[src/rtl/dm_cache_ctrl.sv]
// dm_cache_ctrl
//   Data-memory responder for the MEM stage. Single-word Rd/Wr requests are
//   served from a direct-mapped, write-back, write-allocate cache of one-word
//   lines. Misses go to a multi-cycle backing memory over a mem_rd/mem_wr +
//   mem_ready handshake.
//
//   Optional build macro: CACHE_STATS_EN adds saturating hit/miss counters.
//
// Ports
//   clk_i, rst_i        clock, synchronous active-high reset
//   addr_i              request byte address (bit 0 must be 0)
//   data_in_i           store data
//   rd_i, wr_i          load / store request, held stable while stall_o=1
//   createdump_i        halt indication, accepted and ignored
//   data_out_o          load data, valid with done_o for a load
//   done_o              one-cycle completion pulse
//   stall_o             request accepted but not yet complete
//   cache_hit_o         qualifies done_o: no backing-memory access needed
//   err_o               illegal request (Rd&Wr, or unaligned access)
//   mem_addr_o          backing-memory address (word aligned)
//   mem_wdata_o         write-back data
//   mem_rd_o, mem_wr_o  fill / write-back request, held until mem_ready_i
//   mem_rdata_i         fill data, valid with mem_ready_i
//   mem_ready_i         backing memory completes the current access
//   hit_count_o         (CACHE_STATS_EN) completed hits, saturating
//   miss_count_o        (CACHE_STATS_EN) completed misses, saturating
//
// state | meaning
// ------+------------------------------------------------------------
// IDLE  | accept requests; hits complete in the same cycle
// EVICT | write dirty victim back, wait for mem_ready_i
// FILL  | read missing word from backing memory, wait for mem_ready_i
// RESP  | one-cycle miss completion; write misses install the line here

module dm_cache_ctrl #(
    parameter int INDEX_BITS = 4,
    parameter int ADDR_W     = 16
) (
    input  logic              clk_i,
    input  logic              rst_i,
    input  logic [ADDR_W-1:0] addr_i,
    input  logic [15:0]       data_in_i,
    input  logic              rd_i,
    input  logic              wr_i,
    input  logic              createdump_i,
    output logic [15:0]       data_out_o,
    output logic              done_o,
    output logic              stall_o,
    output logic              cache_hit_o,
    output logic              err_o,
    output logic [ADDR_W-1:0] mem_addr_o,
    output logic [15:0]       mem_wdata_o,
    output logic              mem_rd_o,
    output logic              mem_wr_o,
    input  logic [15:0]       mem_rdata_i,
    input  logic              mem_ready_i
`ifdef CACHE_STATS_EN
    ,
    output logic [15:0]       hit_count_o,
    output logic [15:0]       miss_count_o
`endif
);

    localparam int LINES = 1 << INDEX_BITS;
    localparam int TAG_W = ADDR_W - 1 - INDEX_BITS;

    typedef enum logic [1:0] {
        S_IDLE,
        S_EVICT,
        S_FILL,
        S_RESP
    } state_t;

    state_t             state_q;
    logic [LINES-1:0]   valid_q;
    logic [LINES-1:0]   dirty_q;
    logic [TAG_W-1:0]   tag_q  [LINES];
    logic [15:0]        data_q [LINES];

    logic [INDEX_BITS-1:0] idx;
    logic [TAG_W-1:0]      tag;
    logic                  req;
    logic                  illegal;
    logic                  hit;
    logic                  unused_inputs;

    assign idx     = addr_i[INDEX_BITS:1];
    assign tag     = addr_i[ADDR_W-1:INDEX_BITS+1];
    assign req     = rd_i | wr_i;
    assign illegal = (rd_i & wr_i) | (req & addr_i[0]);
    assign hit     = valid_q[idx] && (tag_q[idx] == tag);

    // Halt indication has no effect on this block.
    assign unused_inputs = createdump_i;

    // Outputs depend on the request inputs because hits resolve in IDLE
    // within the same cycle.
    always_comb begin
        data_out_o  = '0;
        done_o      = 1'b0;
        stall_o     = 1'b0;
        cache_hit_o = 1'b0;
        err_o       = 1'b0;
        mem_addr_o  = '0;
        mem_wdata_o = '0;
        mem_rd_o    = 1'b0;
        mem_wr_o    = 1'b0;
        case (state_q)
            S_IDLE: begin
                if (illegal) begin
                    err_o = 1'b1;
                end else if (req) begin
                    if (hit) begin
                        done_o      = 1'b1;
                        cache_hit_o = 1'b1;
                        if (rd_i) begin
                            data_out_o = data_q[idx];
                        end
                    end else begin
                        stall_o = 1'b1;
                    end
                end
            end
            S_EVICT: begin
                stall_o     = 1'b1;
                mem_wr_o    = 1'b1;
                mem_addr_o  = {tag_q[idx], idx, 1'b0};
                mem_wdata_o = data_q[idx];
            end
            S_FILL: begin
                stall_o    = 1'b1;
                mem_rd_o   = 1'b1;
                mem_addr_o = {addr_i[ADDR_W-1:1], 1'b0};
            end
            S_RESP: begin
                done_o = 1'b1;
                if (rd_i) begin
                    data_out_o = data_q[idx];
                end
            end
            default: ;
        endcase
    end

    always_ff @(posedge clk_i) begin
        if (rst_i) begin
            state_q <= S_IDLE;
            valid_q <= '0;
            dirty_q <= '0;
        end else begin
            case (state_q)
                S_IDLE: begin
                    if (req && !illegal) begin
                        if (hit) begin
                            if (wr_i) begin
                                dirty_q[idx] <= 1'b1;
                            end
                        end else if (valid_q[idx] && dirty_q[idx]) begin
                            state_q <= S_EVICT;
                        end else if (rd_i) begin
                            state_q <= S_FILL;
                        end else begin
                            state_q <= S_RESP;
                        end
                    end
                end
                S_EVICT: begin
                    if (mem_ready_i) begin
                        state_q <= rd_i ? S_FILL : S_RESP;
                    end
                end
                S_FILL: begin
                    if (mem_ready_i) begin
                        valid_q[idx] <= 1'b1;
                        dirty_q[idx] <= 1'b0;
                        state_q      <= S_RESP;
                    end
                end
                S_RESP: begin
                    if (wr_i) begin
                        valid_q[idx] <= 1'b1;
                        dirty_q[idx] <= 1'b1;
                    end
                    state_q <= S_IDLE;
                end
                default: state_q <= S_IDLE;
            endcase
        end
    end

    // Tag/data storage needs no reset; valid_q guards every use.
    always_ff @(posedge clk_i) begin
        if (!rst_i) begin
            if (state_q == S_IDLE && req && !illegal && hit && wr_i) begin
                data_q[idx] <= data_in_i;
            end else if (state_q == S_FILL && mem_ready_i) begin
                data_q[idx] <= mem_rdata_i;
                tag_q[idx]  <= tag;
            end else if (state_q == S_RESP && wr_i) begin
                data_q[idx] <= data_in_i;
                tag_q[idx]  <= tag;
            end
        end
    end

`ifdef CACHE_STATS_EN
    logic [15:0] hit_cnt_q;
    logic [15:0] miss_cnt_q;

    always_ff @(posedge clk_i) begin
        if (rst_i) begin
            hit_cnt_q  <= '0;
            miss_cnt_q <= '0;
        end else if (done_o) begin
            if (cache_hit_o) begin
                if (hit_cnt_q != 16'hFFFF) hit_cnt_q <= hit_cnt_q + 16'd1;
            end else begin
                if (miss_cnt_q != 16'hFFFF) miss_cnt_q <= miss_cnt_q + 16'd1;
            end
        end
    end

    assign hit_count_o  = hit_cnt_q;
    assign miss_count_o = miss_cnt_q;
`endif

endmodule

[config.mk]
export PLATFORM = sky130hd
export DESIGN_NAME = dm_cache_ctrl
export DESIGN_NICKNAME = d
export VERILOG_FILES = /design/src/rtl/dm_cache_ctrl.sv
export SDC_FILE = /design/constraint.sdc
export NUM_CORES = 1
export LEC_CHECK = 0
export BUFFER_PORTS_ARGS = -buffer_cell sky130_fd_sc_hd__buf_2
export CORE_MARGIN = 3
export CORE_UTILIZATION = 60
export CTS_CLUSTER_SIZE = 10
export DETAILED_ROUTE_END_ITERATION = 8
export PLACE_DENSITY_LB_ADDON = 0.3
export SLEW_MARGIN = 10
export SYNTH_ARGS = -nofsm -noshare
export SYNTH_HDL_FRONTEND = slang
export SYNTH_SLANG_ARGS = --single-unit
[constraint.sdc]
create_clock -name clk_i -period 7.2 [get_ports clk_i]
set_input_delay 0.36 -clock clk_i [delete_from_list [all_inputs] [get_ports clk_i]]
set_output_delay 0.36 -clock clk_i [all_outputs]
set_load 0.05 [all_outputs]
==> impl_metrics.py <==
metrics = {
    "run_status": {
        "outcome": "finished, final reports clean",
    },
    "critical_path": {
        "critical_path_cell_count": 10,
        "critPathMaxStageDelay_ps": 1160,
        "worstPathArrival_ps": 5120,
        "regToRegEndpoint": "data_q[8][8]$_DFFE_PP_",
        "endpoint_kind": "register",
        "crit_type": "input port to register",
        "cell_family_with_the_largest_share_of_critical_path_delay": "simple AND/OR/NAND/NOR gates",
        "cp-start-kind": "input port",
        "crit_fanout": 50,
        "worst_path_max_delay_cell": "nor2_2",
        "timing.reg2reg.worst_path_depth": 8,
        "reg2reg_setup_slack_ps": 2730,
        "required_time_of_the_critical_path_ps": 7380,
        "r2r-start": "state_q[0]$_SDFFE_PP0P_",
        "crit_path_start": "addr_i[2]",
        "timing.critical_path.cells": "buf_4 -> buf_4 -> mux4_2 -> mux2i_1 -> mux2i_1 -> xnor2_2 -> nand4b_1 -> nor3b_2 -> a31oi_2 -> nor2_2",
        "cp.buffers_inverters": 2,
    },
    "worst_hold_path": {
        "hold_path_end": "tag_q[11][6]$_DFFE_PP_",
        "worstHoldPathCells": 1,
        "timing.hold.worst.class": "input port to register",
        "min-delay-start": "addr_i[11]",
    },
    "die": {
        "placement_rows": 65,
        "die_area_um2": 34900,
        "ioPinCount": 108,
        "core_region_area_um2": 31900,
        "initial_utilization_pct": 61.6,
        "chipHeight_um": 187,
        "die_x_um": 187,
    },
    "global_routing": {
        "globalRouteOverflowTotal": 0,
        "first_global_vias": 10900,
        "pin_count_of_the_biggest_net_entering_global_routing": 90,
        "antenna_found_initial": 2,
        "grt_first_pass_wirelength_um": 67700,
        "global_route.usage.total_pct": 25.7,
    },
    "placed_design": {
        "dp_slack_ps": 1740,
        "routabilityCongestion": 0.842,
        "place_hpwl_um": 25700,
        "numPortBuffers": 105,
    },
    "flow_run": {
        "max_cap_violations": 0,
    },
    "drt": {
        "final_antenna_net_count": 0,
        "post_drt_wl_per_cell_um": 27.2,
        "route.final.wire_length_um": 44200,
        "route.vias.total": 10600,
        "count_of_routing_violations_after_the_opening_detailed_route_iteration": 1340,
        "route.detailed.vias_per_inst": 6.55,
        "detailedRoute.firstPassIterationCount": 5,
        "drcViolationCount": 0,
    },
    "logic_synthesis": {
        "edff_count_synth": 432,
        "ys_ff_latch": 466,
        "post_synthesis_cells": 1051,
        "synthesis.nets": 1109,
        "async_flop_share_pct": 0,
        "synthFlopType": "edfxtp_1",
        "yosys_warnings": 0,
        "cell_variety_after_synth": 68,
        "avgSynthCellArea_um2": 18.7,
        "synth.yosys.seq_area_share_pct": 69.6,
        "syn-cell-area_um2": 19600,
    },
    "sta": {
        "report.final.setup_viol": 0,
        "max-slew-margin-rel_pct": 12.5,
        "clock.fmax_mhz": 202,
        "grt_setup_unrepaired": "false",
        "final.setup_skew_ps": 14.1,
        "hold_viol_final": 0,
        "final_min_period_over_clock_period_pct": 68.7,
        "worst_pin_slew_ps": 1310,
        "fin_setup_tns_ps": 0,
        "post_route_worst_setup_slack_ps": 2260,
        "final-max-slew-violation-count": 0,
        "final.min_clock_period_ps": 4940,
    },
    "clock_network": {
        "clock_latency_ps": 570,
        "cts_repair_resize_count": 0,
        "number_of_buffers_inserted_during_clock_tree_synthesis": 52,
        "clock_path_buffers": 3,
        "postCtsHoldBufs": 0,
        "clock-root-buffer": "clkbuf_16",
        "numClockSinks": 466,
        "cts.repair_timing.setup_buffer_count": 0,
        "clk_pin_slew_ps": 60,
        "cts_max_level": 2,
        "tritoncts": "yes",
    },
    "power": {
        "p_per_area_nw_per_um2": 286,
        "clkPwrFrac_pct": 37.1,
        "power_switching_uw": 1690,
        "power.static_leakage_uw": 0.00726,
        "power.internal_uw": 4630,
        "maximum_ir_drop_on_the_vdd_rail_uv": 195,
        "combinationalPowerShare_pct": 14.9,
        "power.share.sequential_pct": 48.0,
        "switching_fraction_of_total_power_pct": 26.7,
    },
    "cells_and_area": {
        "drive_gt1_share_pct": 32.9,
        "syn2layout_area_growth_pct": 12.5,
        "layout.nets": 1215,
        "antenna-diode-count": 0,
        "layout.cells.most_common": "edfxtp_1",
        "most_used_cells_in_the_layout_excluding_fill_and_tap_cells": "432 x edfxtp_1, 120 x mux4_2, 102 x buf_2",
    },
}
[Yosys cell counts, drive strengths merged, types with 2 or more instances]
cell | n | area share, %
edfxtp | 432 | 66
mux4 | 126 | 15
nor2 | 55 | 1.1
nand2 | 42 | 0.80
mux2i | 40 | 2.1
buf | 39 | 1.3
nor3 | 38 | 1.3
dfxtp | 34 | 3.5
clkbuf | 31 | 0.60
mux2 | 30 | 1.9
and2 | 24 | 0.76
and3 | 20 | 0.64
a21oi | 14 | 0.38
a31oi | 14 | 0.45
a22oi | 13 | 0.55
inv | 10 | 0.19
nor2b | 8 | 0.25
xnor2 | 8 | 0.40
nand2b | 6 | 0.20
nand3 | 6 | 0.15
o21ai | 6 | 0.15
a41oi | 5 | 0.26
ha | 4 | 0.25
xor2 | 4 | 0.18
a32oi | 3 | 0.13
o211ai | 3 | 0.11
o21a | 3 | 0.11
o221ai | 3 | 0.13
o22ai | 3 | 0.096
a211oi | 2 | 0.076
a2bb2oi | 2 | 0.089
nand3b | 2 | 0.076
nor3b | 2 | 0.10
nor4 | 2 | 0.17
or2 | 2 | 0.064
or3 | 2 | 0.064
[worst max-delay path by stage]
stage / to / slack (ps)
after floorplan: data_q[7][0]$_DFFE_PP_ / 3490
after global placement: data_q[14][13]$_DFFE_PP_ / 1820
after detailed placement: data_q[8][8]$_DFFE_PP_ / 1740
after CTS: data_out_o[7] / 2310
after global routing: data_q[14][15]$_DFFE_PP_ / 2090
final: data_q[8][8]$_DFFE_PP_ / 2260
[power groups by stage]
stage               Sequential [µW]  Combinational (µW)  Clock (µW)
floorplan                      3080                 675           0
global placement               3090                 907           0
detailed placement             3090                 928           0
CTS                            3030                 931        2380
global route                   3030                 996        2490
finish                         3030                 938        2340
[state kept, by name, indices dropped and copies added, names as in the netlist, named ones only]
signal	count
tag_q	176
state_q	2
data_q	256
valid_q	16
[worst register-to-register path, delay by kind of cell, from the launching register on]
| kind | cells | cell delay, ps |
|---|---|---|
| compound gates | 2 | 1930 |
| fa+ha+maj | 1 | 550 |
| buf+inv | 2 | 280 |
| flops | 1 | 390 |
| simple gates | 3 | 920 |
[cell type report]
type	count	area (µm²)
Clock buffer	84	1430
Clock inverter	3	45.0
Fill cell	2009	9800
Inverter	10	37.5
Multi-Input combinational cell	505	5710
Sequential cell	466	13700
Tap cell	435	544
Timing Repair Buffer	122	667
[cells by family (layout without fill, tap and decap cells)]
logic type / after synthesis / in the layout / share of synthesized area [%]
mux: 196 / 196 / 18.6
flops: 466 / 466 / 69.6
compound gates: 80 / 80 / 3.13
other cells: 1 / 1 / 0.0191
fa+ha+maj: 4 / 4 / 0.255
simple gates: 212 / 212 / 5.77
buf+inv: 80 / 219 / 2.12
xor+xnor: 12 / 12 / 0.574
[metrics by stage]
stage	hold WS (ps)	cells	area, µm²	utilization (%)	power [µW]
after floorplan	432	1051	19600	-	3760
after global placement	441	1538	20600	64.6	3990
after detailed placement	449	1538	20600	64.6	4020
after CTS	189	1625	22100	69.2	6350
after global routing	209	1625	22100	69.3	6520
final	212	1625	22100	69.3	6320
[layer usage]
metal / part of all wire (%) / vias up / GRT usage (%)
li1: - / 4474 / -
met1: 38 / 5510 / 34.8
met2: 50 / 538 / 42.0
met3: 8.4 / 111 / 5.49
met4: 3.6 / 4 / 9.36
met5: 0.077 / - / 0
(Power assumes the default switching activity.)
